<file path="src/rtl/debug_proto_pkg.sv">
// Shared constants, frame layout and host state encoding for the UART pipeline
// debug protocol.
package debug_proto_pkg;

   localparam logic [7:0] CMD_CONT = 8'h63;
   localparam logic [7:0] CMD_STEP = 8'h73;
   localparam logic [7:0] CMD_NEXT = 8'h6E;

   localparam int unsigned FRAME_BYTES = 95;
   localparam int unsigned BUF_DEPTH   = 128;
   localparam logic [6:0]  LAST_IDX    = 7'(FRAME_BYTES - 1);

   localparam logic [6:0] OFS_PC           = 7'd0;
   localparam logic [6:0] OFS_INSTR        = 7'd1;
   localparam logic [6:0] OFS_PCNEXT       = 7'd5;
   localparam logic [6:0] OFS_ALUOP        = 7'd6;
   localparam logic [6:0] OFS_SIGEXT       = 7'd7;
   localparam logic [6:0] OFS_RD1          = 7'd11;
   localparam logic [6:0] OFS_RD2          = 7'd15;
   localparam logic [6:0] OFS_EXMEM_WREG   = 7'd31;
   localparam logic [6:0] OFS_MEMWB_MEMOUT = 7'd49;

   typedef enum logic [2:0] {
      StIdle      = 3'd0,
      StSendCont  = 3'd1,
      StRecvCont  = 3'd2,
      StSendStep  = 3'd3,
      StStepArmed = 3'd4,
      StSendNext  = 3'd5,
      StRecvStep  = 3'd6
   } host_state_e;

   function automatic logic [7:0] send_cmd(host_state_e s);
      case (s)
         StSendCont: send_cmd = CMD_CONT;
         StSendStep: send_cmd = CMD_STEP;
         StSendNext: send_cmd = CMD_NEXT;
         default:    send_cmd = 8'h00;
      endcase
   endfunction

endpackage

</file>
<file path="src/rtl/debug_frame_buffer.sv">
// 128x8 frame store: one synchronous write port, one asynchronous read port.
module debug_frame_buffer
   import debug_proto_pkg::*;
(
   input  logic       clock,
   input  logic       we,
   input  logic [6:0] wr_addr,
   input  logic [7:0] wr_data,
   input  logic [6:0] rd_addr,
   output logic [7:0] rd_data
);

   logic [7:0] mem [BUF_DEPTH];

   always_ff @(posedge clock) begin
      if (we) begin
         mem[wr_addr] <= wr_data;
      end
   end

   assign rd_data = mem[rd_addr];

endmodule

</file>
<file path="src/rtl/debug_host_link.sv">
// Host-side debug link: sends c/s/n commands to the UART TX FIFO and assembles
// returned pipeline-state frames from the RX FIFO.
module debug_host_link #(
   parameter int unsigned TIMEOUT_CYCLES = 1000000
) (
   input  logic        clock,
   input  logic        reset,
   input  logic        startCont,
   input  logic        startStep,
   input  logic        stepNext,
   input  logic        stop,
   input  logic [7:0]  rxData,
   input  logic        rxDataAvailable,
   output logic        rxReadFlag,
   output logic [7:0]  txData,
   output logic        txWriteFlag,
   input  logic        txFull,
   input  logic [6:0]  bufAddr,
   output logic [7:0]  bufData,
   output logic [7:0]  framePc,
   output logic [31:0] frameInstr,
   output logic        frameValid,
   output logic [15:0] frameCount,
   output logic [7:0]  dropCount,
   output logic        timeoutErr,
   output logic        busy,
   output logic        stepMode
);
   import debug_proto_pkg::*;

   localparam logic [31:0] TIMEOUT_LAST = 32'(TIMEOUT_CYCLES - 1);

   host_state_e state_q, state_d;
   logic [6:0]  wr_ptr_q, wr_ptr_d;
   logic        valid_q, valid_d;
   logic [15:0] count_q, count_d;
   logic [7:0]  drop_q, drop_d;
   logic        err_q, err_d;
   logic [31:0] idle_q, idle_d;
   logic [7:0]  pc_q, pc_d;
   logic [31:0] instr_q, instr_d;

   logic        rx_pop;
   logic        buf_we;
   logic        tx_push;
   logic [7:0]  tx_byte;

   always_ff @(posedge clock or posedge reset) begin
      if (reset) begin
         state_q  <= StIdle;
         wr_ptr_q <= 7'd0;
         valid_q  <= 1'b0;
         count_q  <= 16'd0;
         drop_q   <= 8'd0;
         err_q    <= 1'b0;
         idle_q   <= 32'd0;
         pc_q     <= 8'd0;
         instr_q  <= 32'd0;
      end else begin
         state_q  <= state_d;
         wr_ptr_q <= wr_ptr_d;
         valid_q  <= valid_d;
         count_q  <= count_d;
         drop_q   <= drop_d;
         err_q    <= err_d;
         idle_q   <= idle_d;
         pc_q     <= pc_d;
         instr_q  <= instr_d;
      end
   end

   always_comb begin
      state_d  = state_q;
      wr_ptr_d = wr_ptr_q;
      valid_d  = valid_q;
      count_d  = count_q;
      drop_d   = drop_q;
      err_d    = err_q;
      idle_d   = idle_q;
      pc_d     = pc_q;
      instr_d  = instr_q;
      rx_pop   = 1'b0;
      buf_we   = 1'b0;
      tx_push  = 1'b0;
      tx_byte  = 8'h00;

      unique case (state_q)
         StIdle, StStepArmed: begin
            // Anything arriving outside a receive window is popped and discarded.
            rx_pop = rxDataAvailable;
            if (rxDataAvailable && drop_q != 8'hFF) begin
               drop_d = drop_q + 8'd1;
            end
            if (state_q == StIdle) begin
               if (startCont) begin
                  state_d = StSendCont;
               end else if (startStep) begin
                  state_d = StSendStep;
               end
            end else if (stop) begin
               state_d = StIdle;
            end else if (stepNext) begin
               state_d = StSendNext;
            end
         end

         StSendCont, StSendStep, StSendNext: begin
            tx_byte = send_cmd(state_q);
            if (!txFull) begin
               tx_push  = 1'b1;
               valid_d  = 1'b0;
               wr_ptr_d = 7'd0;
               idle_d   = 32'd0;
               unique case (state_q)
                  StSendCont: state_d = StRecvCont;
                  StSendStep: state_d = StStepArmed;
                  default:    state_d = StRecvStep;
               endcase
            end
         end

         StRecvCont, StRecvStep: begin
            rx_pop = rxDataAvailable;
            if (rxDataAvailable) begin
               buf_we   = 1'b1;
               wr_ptr_d = wr_ptr_q + 7'd1;
               idle_d   = 32'd0;
               case (wr_ptr_q)
                  OFS_PC:            pc_d           = rxData;
                  OFS_INSTR:         instr_d[7:0]   = rxData;
                  OFS_INSTR + 7'd1:  instr_d[15:8]  = rxData;
                  OFS_INSTR + 7'd2:  instr_d[23:16] = rxData;
                  OFS_INSTR + 7'd3:  instr_d[31:24] = rxData;
                  default: ;
               endcase
               if (wr_ptr_q == LAST_IDX) begin
                  valid_d = 1'b1;
                  count_d = count_q + 16'd1;
                  state_d = (state_q == StRecvCont) ? StIdle : StStepArmed;
               end
            end else if (wr_ptr_q != 7'd0) begin
               // The wait for the first byte is unbounded; only gaps inside a frame time out.
               if (idle_q == TIMEOUT_LAST) begin
                  err_d   = 1'b1;
                  state_d = StIdle;
               end else begin
                  idle_d = idle_q + 32'd1;
               end
            end
         end

         default: state_d = StIdle;
      endcase
   end

   debug_frame_buffer u_frame_buffer (
      .clock   (clock),
      .we      (buf_we),
      .wr_addr (wr_ptr_q),
      .wr_data (rxData),
      .rd_addr (bufAddr),
      .rd_data (bufData)
   );

   // Gated so the FIFO sees no pop while reset is held.
   assign rxReadFlag  = rx_pop & ~reset;
   assign txData      = tx_byte;
   assign txWriteFlag = tx_push;
   assign framePc     = pc_q;
   assign frameInstr  = instr_q;
   assign frameValid  = valid_q;
   assign frameCount  = count_q;
   assign dropCount   = drop_q;
   assign timeoutErr  = err_q;
   assign busy        = (state_q != StIdle);
   assign stepMode    = (state_q == StStepArmed) || (state_q == StSendNext) ||
                        (state_q == StRecvStep);

endmodule

</file>
<file path="config.mk">
export PLATFORM = sky130hd
export DESIGN_NAME = debug_host_link
export DESIGN_NICKNAME = d
export VERILOG_FILES = /design/src/rtl/debug_proto_pkg.sv /design/src/rtl/debug_frame_buffer.sv /design/src/rtl/debug_host_link.sv
export SDC_FILE = /design/constraint.sdc
export NUM_CORES = 1
export LEC_CHECK = 0
export BUFFER_PORTS_ARGS = -buffer_cell sky130_fd_sc_hd__buf_2
export CAP_MARGIN = 0
export CORE_MARGIN = 2
export CORE_UTILIZATION = 50
export DETAILED_ROUTE_END_ITERATION = 12
export HOLD_SLACK_MARGIN = 0.1
export PLACE_DENSITY_LB_ADDON = 0.08
export SLEW_MARGIN = 20
export SYNTH_ARGS = -nofsm -noshare
export SYNTH_HDL_FRONTEND = slang
export SYNTH_SLANG_ARGS = --single-unit
</file>
<file path="constraint.sdc">
create_clock -name clock -period 3.8 [get_ports clock]
set_input_delay 0.38 -clock clock [delete_from_list [all_inputs] [get_ports clock]]
set_output_delay 0.38 -clock clock [all_outputs]
set_load 0.02 [all_outputs]
</file>
# ---- Yosys cells after proc, flatten, opt, wreduce, memory -nomap -nowiden
# Memories as Yosys holds them, arrays and structs flattened.
# Index checks and enable logic that the tools add are counted.
dict set report totals {
  reg_bits 108
  ramBits 1024
  out_inout_bits 86
  wordCells 100
  mem_count 1
}
# name depth width rd rd_ports_with_merged_regs wr line_no
set mem_list {}
lappend mem_list {u_frame_buffer.mem 128 8 1 0 1 debug_frame_buffer.sv:13} ;# logic [7:0] mem [BUF_DEPTH];
dict set report op_classes {
  addsub 4
  n_eq_ne 22
  muxes 34
  bitwise 3
  n_reduce_logical 24
}
# cell count
set op_table {}
lappend op_table {{$mux 32} 4}
lappend op_table {{$pmux 32 s2} 1}
lappend op_table {{$mux 3} 11}
lappend op_table {{$add 32x1->32 const B} 1}
lappend op_table {{$eq 32x20->1 const B} 1}
lappend op_table {{$mux 7} 3}
lappend op_table {{$pmux 7 s3} 1}
lappend op_table {{$reduce_and 3->1} 7}
lappend op_table {{$add 16x1->16 const B} 1}
lappend op_table {{$eq 7x2->1 const B} 2}
lappend op_table {{$pmux 7 s2} 1}
lappend op_table {{$ne 3x3->1 const B} 4}
lappend op_table {{$reduce_and 4->1} 3}
lappend op_table {{$mux 1} 10}
lappend op_table {{$eq 3x3->1 const B} 3}
lappend op_table {{$pmux 3 s3} 1}
lappend op_table {{$add 8x1->8 const B} 1}
lappend op_table {{$ne 4x4->1 const B} 2}
lappend op_table {{$ne 8x8->1 const B} 1}
lappend op_table {{$add 7x1->7 const B} 1}
lappend op_table {{$eq 7x1->1 const B} 1}
lappend op_table {{$eq 7x3->1 const B} 1}
lappend op_table {{$eq 7x7->1 const B} 1}
lappend op_table {{$logic_not 7->1} 1}
lappend op_table {{other kinds (18)} 24}

# ---- Logic depth before layout (Yosys ltp)
# Gate-level depths: netlist (run 1).
dict set report depth {
  ltp_word 5
  ltp_mapped 10
  ltp_nobuf 8
}

# ---- Modules after synthesis
# Synthesis (run 1) repeated with hierarchy kept, for this count alone.
dict set report hier_totals {
  hier_cells 2130
  area_unflattened_um2 44869.3
}
# module n_inst cells_per_inst area_per_inst_um2
set by_module_without_submodules {}
lappend by_module_without_submodules {debug_frame_buffer 1 1627 39505.4}
lappend by_module_without_submodules {debug_host_link 1 503 5363.9}

# ---- Least setup slack after synthesis (run 1)
# No wires, ideal clock.
dict set report synth_path {
  kind {input port to output port}
  from {input port reset}
  to {output port rxReadFlag}
  arrival_ps 3085
  required_ps 3420
  path_slack_ps 335
  stages 2
  n_path_buf 0
  cell_sequence {inv_1 and2_1}
}
dict set report synth_via {
  elab_chain_cells 2
}
# element line_no
set synth_lines {}
lappend synth_lines {{start, declared} debug_host_link.sv:7} ;# input logic reset,
lappend synth_lines {{$not 1->1} debug_host_link.sv:166} ;# assign rxReadFlag = rx_pop & ~reset;
lappend synth_lines {{$and 1x1->1} debug_host_link.sv:166}
lappend synth_lines {{end, declared} debug_host_link.sv:14} ;# output logic rxReadFlag,
# Every way passes these cells.

# ---- Final worst setup path (run 1)
dict set report layout_path {
  from {memory u_frame_buffer.mem[80][6]}
  to {output port bufData[6]}
}
dict set report layout_via {
  elab_chain_cells 1
}
# element line_no
set layout_lines {}
lappend layout_lines {{start, declared} debug_frame_buffer.sv:13}
lappend layout_lines {{$mem_v2 128x8} --}
lappend layout_lines {{end, declared} debug_host_link.sv:19} ;# output logic [7:0] bufData,
# Every way passes these cells.

==> results of run 1 <==
==> worst paths after layout <==
kind                                                          start                                   end  slack (ns)  cells after the start
worst max-delay path            u_frame_buffer.mem[80][6]$_DFFE_PP_                            bufData[6]        0.21                      5
worst min-delay path                                           stop                state_q[0]$_DFFE_PP0P_        0.18                      4
worst max register to register              wr_ptr_q[3]$_DFFE_PP0P_  u_frame_buffer.mem[104][1]$_DFFE_PP_        0.63                      3
worst min register to register               timeoutErr$_DFFE_PP0P_                timeoutErr$_DFFE_PP0P_        0.48                      1
max in group asynchronous                                     reset             frameInstr[4]$_DFFE_PP0P_        2.72                      4
min in group asynchronous                                     reset             frameCount[7]$_DFFE_PP0P_        0.51                      4
==> through the flow <==
step	cells	power (mW)	setup slack (ns)
final	3562	27.54	0.2147
after detailed placement	3346	16.73	0.2155
after floorplan	2087	15.71	0.3350
after global routing	3562	28.40	0.1626
after global placement	3346	16.69	0.2084
after CTS	3562	27.75	0.1578
==> flip-flops by register name, summed over array words and instances, names as in the netlist, 3 cells and up <==
| register | cells |
|---|---|
| wr_ptr_q | 7 |
| state_q | 3 |
| idle_q | 32 |
| frameCount | 16 |
| framePc | 8 |
| frameInstr | 32 |
| dropCount | 8 |
| u_frame_buffer.mem | 1024 |
==> cell usage after synthesis (2+ instances only) <==
cell type and instances:
a31o_2 5, mux4_2 336, nor3b_1 2, nand2_1 62, mux2i_1 4, nand3_1 24, o211ai_1 2, or3_1 7
ha_1 7, a21oi_1 11, buf_1 20, xor2_1 10, clkbuf_1 57, and3_1 7, nor4_1 18, nor4b_1 4
buf_2 18, nor2b_1 6, o22ai_1 2, and4_1 4, nor3_1 12, nand4_1 14, buf_4 13, xnor2_1 35
inv_1 14, or2_2 2, dfrtp_1 108, a21boi_0 4, nor2_1 180, o31ai_1 2, and2_1 5, nand3b_1 2
edfxtp_1 1024, mux2_2 49, o21ai_0 6
==> timing repair <==
action | 4_1_cts | 5_1_grt
hold endpoints to repair | 111 | 0
hold buffers | 3 | 0
setup buffers | 0 | 0
==> cell type report <==
class / instances / area (um2) / area share, %
flip-flops and latches: 1132 / 33450 / 65.85
multi-input cells: 832 / 10510 / 20.69
clock buffers: 143 / 3044 / 5.992
repair buffers: 206 / 1635 / 3.219
well taps: 1165 / 1458 / 2.869
clock inverters: 70 / 650.6 / 1.281
inverters: 14 / 55.05 / 0.1084
==> per-layer routing <==
metal / up-vias / share of wire [%] / track usage, %
li1: 9020 / - / -
met1: 11764 / 43 / 35.03
met2: 724 / 49 / 37.34
met3: 109 / 6.4 / 3.297
met4: 0 / 1.6 / 5.222
met5: - / 0 / 0
==> power by group through the flow <==
stage	sequential (mW)	clock, mW	combinational, mW
after floorplan	14.5	0	1.25
after global placement	14.3	0	2.43
after detailed placement	14.3	0	2.47
after CTS	14.0	11.3	2.47
after global routing	14.0	11.8	2.60
final	14.0	11.1	2.44
==> worst reg2reg max path: cells and delay by family (launching register included) <==
kind | cells | cell delay [ns]
DFF | 1 | 0.62
and+or+nand+nor | 3 | 2.16
==> cells by family (layout without fill, tap and decap cells) <==
family	after synthesis	count (layout)	share of synthesized area, %
buffers and inverters	123	433	1.215
adder cells (fa/ha/maj)	7	7	0.1969
AO/OA/AOI/OAI	37	37	0.5569
flip-flops	1132	1132	75.20
AND/OR/NAND/NOR	353	353	3.589
multiplexers	389	389	18.34
other	1	1	0.008430
XOR/XNOR	45	45	0.8860
==> results.tsv, run 1 <==
metric	value	unit
outcome	completed	
Final min period	3.585	ns
Area after DPL	0.04708	mm2
Max stage delay cell, worst path	mux4_2	
Row Count	109	
DRC viols	0	
CTS root buf	clkbuf_16	
vias per std cell	6.069	
# resized after CTS	0	
worst relative slew slack	29.18	%
Fillers	6418	
max-slew violations	0	
Antenna Cells	0	
first-pass GRT wire length	153400	um
Crit Path Category	flip-flop to output port	
Cell Pwr Density	542.1	mW/mm2
vias post-DR	21617	
Synth top area share	69.13	%
initial antenna violation count	6	
HPWL Detailed	64890	um
Seq/Total Area, Yosys	75.20	%
cell leakage power	16.73	nW
worst endpoint required time	3.42	ns
# port buffers	107	
RSZ-0062 raised after global routing	no	
clock transition at the registers of the reported paths	0.06	ns
Yosys cell types	46	
Fin. Hold Viols	0	
MaxCap Viol Count	0	
CP bufs+invs	1	
Combinational Power Share	8.9	%
largest net degree at the start of global routing	99	
Post-Synthesis Mean Instance Area	21.31	um2
setup violators final	0	
final instance area	0.05080	mm2
Initial Util	50.41	%
Most used DFF post-synth	edfxtp_1	
final period utilization	94.35	%
Core Util, Final	57.58	%
clock skew	0.02249	ns
CP cell instances	mux4_2 > mux4_2 > mux4_2 > mux2_2 > buf_2	
CTS tree	done	
Syn. warnings	0	
core box area	0.08824	mm2
DR iter-0 viols	2105	
post-synthesis cell area	0.04448	mm2
Die H	302.3	um
CTS Buf Count	114	
setup TNS	0	ns
Hold Path Class	input pin to flip-flop	
vias in the first global route	22116	
Crit. End Element	output port	
Crit path arrival time	3.21	ns
final WL	104600	um
Clk network pwr share	40.2	%
critical path startpoint category	flip-flop	
Sequential Power Share	50.9	%
gr ovfl total	0	
Area contributors post-synth	edfxtp_1 69%, mux4_2 17%, dfrtp_1 6.1%	
CTS sink cnt	1132	
Sw Share	23.12	%
die area	0.09136	mm2
Final ANT Viol Nets	0	
syn nets	2117	
clk_lat worst skew	0.68	ns
Internal Power	21.18	mW
Sw Pwr	6.366	mW
layout cells sized above 1	31.83	%
drt first pass iters	7	
GP Congestion	0.7874	
commonest non-fill, non-tap cells in the layout	1024 x edfxtp_1, 336 x mux4_2, 180 x nor2_1, 116 x clkbuf_16, 108 x dfrtp_1	
Top delay family on crit path	multiplexers	
Global Route Usage Sum	23.45	%
most common cell after layout, fill and taps aside	edfxtp_1	
Top Ports	109	
achievable frequency	278.9	MHz
most used cell, CP	mux4_2	
Post-synth EDFFs	1024	
htree depth	3	
worst-path fanout max	1	
clock buffer depth	3	
post-synth top area cell	edfxtp_1	
# nets final	2330	
die width	302.3	um
async set-reset flop share out of synthesis	9.541	%
Seq cells post-synth	1132	
worst-margin pin slew	1.058	ns
Synth-to-Final Area Change	14.21	%
Synth Instances	2087	
CP max stage delay	0.59	ns
Fin Hold WS	0.1821	ns
peak supply drop	515.7	uV
routed len/inst	29.36	um
No activity file was read; power rests on OpenSTA's default activity.
==> run 2: changes to the inputs <==
Settings changed: RECOVER_POWER set to 25.
Clock period 3.8 ns to 3.3 ns, I/O delays scaled along.
==> run 2 against run 1 <==
  * The flow now finishes with violations (max-capacitance violations, max-slew violations, negative setup slack)
  * Register-to-register slack worse by 0.23 ns
  * Clock skew is 0.00081 ns higher
  * Wire length is 2.0% higher
  * Combinational power is 19% higher
  * Design area is 1.9% higher
  * Die area stayed put
  * Sequential power is 15% higher
  * Worst setup slack worse by 0.44 ns
  * Largest power group unchanged
==> results.tsv, run 2 (synthesis gave the netlist of run 1 again) <==
metric	value	unit	change
vias per std cell	5.981		-1.4%
vias post-DR	21952		+1.5%
Global Route Usage Sum	24.07	%	+0.62 points
MaxCap Viol Count	8		+8
final WL	106700	um	+2.0%
Final min period	3.528	ns	
critical path startpoint category	flip-flop		
setup violators final	8		+8
# nets final	2440		+4.7%
Top Ports	109		unchanged
Area after DPL	0.04807	mm2	+2.1%
Placed Instances	3456		+3.3%
first-pass GRT wire length	157300	um	+2.6%
CP bufs+invs	1		unchanged
setup TNS	-1.443	ns	-1.443 ns
cell leakage power	17.36	nW	+3.8%
# port buffers	107		unchanged
gr ovfl total	0		unchanged
Sequential Area	0.03345	mm2	unchanged
achievable frequency	283.5	MHz	
CTS Buf Count	113		-0.88%
Fillers	6375		-0.67%
largest register by flop count	u_frame_buffer.mem		
max-slew violations	497		+497
peak supply drop	494.8	uV	-4.1%
Synth-to-Final Area Change	16.44	%	
die area	0.09136	mm2	unchanged
Final ANT Viol Nets	0		unchanged
core box area	0.08824	mm2	unchanged
layout cells sized above 1	34.57	%	+2.7 points
Hold Path Class	input pin to flip-flop		
commonest non-fill, non-tap cells in the layout	1024 x edfxtp_1, 336 x mux4_2, 180 x nor2_1, 169 x buf_4, 115 x clkbuf_16		
most used cell, CP	mux4_2		
final instance area	0.05179	mm2	+1.9%
Max stage delay cell, worst path	mux4_2		
die width	302.3	um	unchanged
drt first pass iters	5		-2
Finished Layout Cells	3670		+3.0%
Fin. Hold Viols	0		unchanged
Cell Pwr Density	613.7	mW/mm2	+13%
most common cell after layout, fill and taps aside	edfxtp_1		
GP Congestion	0.8140		+3.4%
Row Count	109		unchanged
Initial Util	50.41	%	unchanged
DRC viols	0		unchanged
Antenna Cells	0		unchanged
max reg flops	1024		unchanged
Post-CTS Setup Inserts	0		unchanged
Crit. End Element	output port		
initial antenna violation count	9		+3
worst relative slew slack	-120.8	%	-150 points
worst-path fanout max	1		unchanged
htree depth	3		unchanged
vias in the first global route	22579		+2.1%
Crit Path Category	flip-flop to output port		
RSZ-0062 raised after global routing	yes		
outcome	finished, violations left		
CTS root buf	clkbuf_16		
worst endpoint required time	2.97	ns	-0.45 ns
clock transition at the registers of the reported paths	0.06	ns	about the same
final period utilization	106.9	%	
Place WS	-0.1354	ns	-0.3509 ns
final worst setup slack	-0.2278	ns	-0.4425 ns
Die H	302.3	um	unchanged
CTS sink cnt	1132		unchanged
DR iter-0 viols	2237		+6.3%
CTS tree	done		
clk_lat worst skew	0.68	ns	about the same
multi-input logic area	0.01054	mm2	+0.29%
HPWL Detailed	67850	um	+4.6%
CP max stage delay	0.59	ns	about the same
clock skew	0.02330	ns	+0.0008126 ns
Top delay family on crit path	multiplexers		
worst-margin pin slew	3.312	ns	+2.254 ns
largest net degree at the start of global routing	134		+35%
failing checks	max-capacitance violations, max-slew violations, negative setup slack		
clock buffer depth	3		unchanged
routed len/inst	29.06	um	-1.0%
Crit path arrival time	3.20	ns	about the same
CP cell instances	mux4_2 > mux4_2 > mux4_2 > mux2_4 > buf_6		
## run 2: metrics by stage
stage / hold slack, ns / power, mW / util [%]
finish: 0.1478 / 31.79 / 58.70
global route: 0.1499 / 32.82 / 58.70
CTS: 0.1185 / 32.03 / 58.78
detailed placement: 0.4381 / 19.32 / 54.48
global placement: 0.4311 / 19.27 / 54.48
floorplan: 0.4289 / 18.09 / -
## run 2: final timing paths
check                                               startpoint                                   to  slack (ns)  cells after the start
max                        u_frame_buffer.mem[23][2]$_DFFE_PP_                           bufData[2]       -0.23                      5
min                                                     txFull              wr_ptr_q[3]$_DFFE_PP0P_        0.15                      4
max reg2reg                            wr_ptr_q[4]$_DFFE_PP0P_  u_frame_buffer.mem[52][1]$_DFFE_PP_        0.40                      3
min reg2reg                         frameCount[15]$_DFFE_PP0P_           frameCount[15]$_DFFE_PP0P_        0.48                      1
max in group asynchronous                                reset                idle_q[9]$_DFFE_PP0P_        1.65                      4
min in group asynchronous                                reset               idle_q[17]$_DFFE_PP0P_        0.48                      3
## run 2: worst reg2reg max path, cell delays in order, from the launching register on
cell	delay (ns)
dfrtp_1	0.51
nor2b_1	0.76
nand2_1	0.52
nor2_1	0.74
## run 2: layer usage
layer | track usage [%] | vias to the layer above | share of wire [%]
met1 | 35.85 | 11796 | 43
li1 | - | 9263 | -
met2 | 37.03 | 761 | 48
met3 | 4.238 | 132 | 6.6
met4 | 6.990 | 0 | 2.5
met5 | 0 | - | 0
## run 2: where the power goes
group,internal [mW],switching [mW],total (mW)
sequential,15.9,0.212,16.1
clock,7.43,5.30,12.7
combinational,1.15,1.76,2.91
## run 2: area by class of cell
cell class	instances	share of cell area, %
clock buffer	142	5.791
clock inverter	68	1.297
inverter	14	0.1039
multi-input combinational	832	20.35
sequential	1132	64.59
tap	1165	2.814
timing repair buffer	317	5.056
## run 2: timing repair
item	CTS	global route
gates resized for setup	24	0
endpoints found under the setup margin	8	8
hold buffers	4	0
hold endpoints to repair	30	0
==> run 3: changes to the inputs <==
Settings changed: CORE_MARGIN 2 to not set.
==> run 3 against run 2 <==
  * The run still ends with max-capacitance violations, max-slew violations, negative setup slack left
  * Via count is 0.15% lower
  * Flip-flop and latch count stayed put
  * Critical endpoint is now bufData[7]
  * Hold slack better by 0.21 ns
  * Critical path depth stayed put
  * Worst setup slack worse by 0.033 ns
  * Fmax is 0.92% lower
  * Power is 0.84% higher
  * Sequential share of layout area hardly changed
==> results.tsv, run 3 (synthesis gave the netlist of run 1 again) <==
metric	value	unit	change
worst-path fanout max	1		unchanged
most used cell, CP	mux4_2		
outcome	finished, violations left		
worst relative slew slack	-95.00	%	+26 points
setup violators final	8		unchanged
cell leakage power	17.33	nW	-0.19%
max-slew violations	456		-8.2%
final WL	106200	um	-0.44%
htree depth	3		unchanged
die width	300.3	um	-0.66%
Placed Instances	3438		-0.52%
Top Ports	109		unchanged
HPWL Detailed	66680	um	-1.7%
vias post-DR	21920		-0.15%
Levels on crit path	5		unchanged
first-pass GRT wire length	155700	um	-1.0%
max reg flops	1024		unchanged
Post-CTS Setup Inserts	0		unchanged
Final ANT Viol Nets	0		unchanged
met3 Use GR	3.757	%	-0.48 points
critical path startpoint category	flip-flop		
failing checks	max-capacitance violations, max-slew violations, negative setup slack		
DRC viols	0		unchanged
Hold Path Class	input pin to asynchronous set/reset pin		
clock buffer depth	3		unchanged
vias in the first global route	22410		-0.75%
largest register by flop count	u_frame_buffer.mem		
initial antenna violation count	7		-2
layout cells sized above 1	34.58	%	about the same
Crit. End Element	output port		
Initial Util	50.41	%	unchanged
GP Congestion	0.8212		+0.88%
core box area	0.08824	mm2	unchanged
MaxCap Viol Count	8		unchanged
final instance area	0.05178	mm2	about the same
final worst setup slack	-0.2605	ns	-0.03271 ns
Area after DPL	0.04795	mm2	-0.26%
CTS tree	done		
commonest non-fill, non-tap cells in the layout	1024 x edfxtp_1, 336 x mux4_2, 180 x nor2_1, 150 x buf_4, 114 x clkbuf_16		
R2R depth	7		+4
Row Count	109		unchanged
gr ovfl total	0		unchanged
most common cell after layout, fill and taps aside	edfxtp_1		
Top delay family on crit path	multiplexers		
largest net degree at the start of global routing	109		-19%
Finished Layout Cells	3657		-0.35%
multi-input logic area	0.01054	mm2	unchanged
Global Route Usage Sum	24.08	%	about the same
Cell Pwr Density	619.1	mW/mm2	+0.87%
Final min period	3.560	ns	+0.03272 ns
Max stage delay cell, worst path	mux4_2		
# nets final	2423		-0.70%
busiest metal layer after global routing	met2		
worst endpoint required time	2.97	ns	about the same
Sequential Area	0.03345	mm2	unchanged
CP cell instances	mux4_2 > mux4_2 > mux4_2 > mux2_4 > buf_6		
met2 Resource Use GR	38.77	%	+1.7 points
CTS root buf	clkbuf_16		
Crit path arrival time	3.23	ns	+0.03 ns
vias per std cell	5.994		+0.21%
CTS Buf Count	113		unchanged
CTS sink cnt	1132		unchanged
worst-margin pin slew	2.925	ns	-0.3871 ns
clk_lat worst skew	0.68	ns	about the same
Fillers	6335		-0.63%
die area	0.09016	mm2	-1.3%
clock skew	0.03300	ns	+0.009694 ns
achievable frequency	280.9	MHz	-0.92%
drt first pass iters	5		unchanged
flop-to-flop setup slack	0.34	ns	-0.06 ns
routed len/inst	29.04	um	about the same
RSZ-0062 raised after global routing	yes		
clock transition at the registers of the reported paths	0.06	ns	about the same
Synth-to-Final Area Change	16.40	%	about the same
DR iter-0 viols	2124		-5.1%
Fin. Hold Viols	0		unchanged
Core Util, Final	58.68	%	about the same
Crit Path Category	flip-flop to output port		
final period utilization	107.9	%	+0.99 points
CP bufs+invs	1		unchanged
CP startpoint	u_frame_buffer.mem[31][7]$_DFFE_PP_		
GRT met1 Usage	34.70	%	-1.2 points
CP max stage delay	0.60	ns	about the same
Die H	300.3	um	-0.66%
# port buffers	107		unchanged
r2r startpoint	wr_ptr_q[3]$_DFFE_PP0P_		
peak supply drop	516.2	uV	+4.3%
run 3: worst register-to-register path, cell delays in order (launching register included):
cell and delay (ns):
dfrtp_1 0.72, nor4_1 0.15, buf_4 0.18, a221o_1 0.33, or2_2 0.43, nor3_1 0.66
nand4_1 0.22, mux2i_1 0.16
run 3: path summary, 6_finish.rpt:
check | endpoint
max | bufData[7]
min | timeoutErr$_DFFE_PP0P_
max reg2reg | idle_q[25]$_DFFE_PP0P_
min reg2reg | timeoutErr$_DFFE_PP0P_
max in group asynchronous | framePc[1]$_DFFE_PP0P_
min in group clock | state_q[1]$_DFFE_PP0P_
run 3: metrics by stage:
stage / hold slack [ns] / worst slack (ns) / setup TNS [ns] / power, mW
after floorplan: 0.4289 / 0.1929 / 0 / 18.09
after global placement: 0.4739 / -0.2781 / -1.075 / 19.26
after detailed placement: 0.4604 / -0.2692 / -1.001 / 19.32
after CTS: 0.1361 / -0.3011 / -2.088 / 32.35
after global routing: 0.4062 / -0.2898 / -35.15 / 33.05
final: 0.3621 / -0.2605 / -1.556 / 32.05
run 3: area by class of cell:
type	instances	area share, %
Antenna cell	2	0.009666
Inverter	14	0.1087
Sequential cell	1132	64.61
Tap cell	1165	2.815
Clock buffer	145	5.908
Clock inverter	67	1.404
Multi-Input combinational cell	832	20.35
Timing Repair Buffer	300	4.792
run 3: report_power, final:
| part | switching (mW) | leakage [nW] | internal (mW) | total [mW] |
|---|---|---|---|---|
| Sequential | 0.211 | 10.7 | 15.9 | 16.1 |
| Clock | 5.44 | 1.85 | 7.58 | 13.0 |
| Combinational | 1.75 | 4.82 | 1.14 | 2.89 |
run 3: timing repair:
item                                    CTS  global route
gates resized for setup                  24             0
endpoints found under the setup margin    8             8
endpoints found under the hold margin   118             0
hold buffers                              5             0
run 3: metal layers:
| layer | part of all wire (%) | up-vias |
|---|---|---|
| met1 | 43 | 11963 |
| met5 | 0 | - |
| li1 | - | 9231 |
| met2 | 49 | 595 |
| met4 | 2.0 | 0 |
| met3 | 5.2 | 131 |
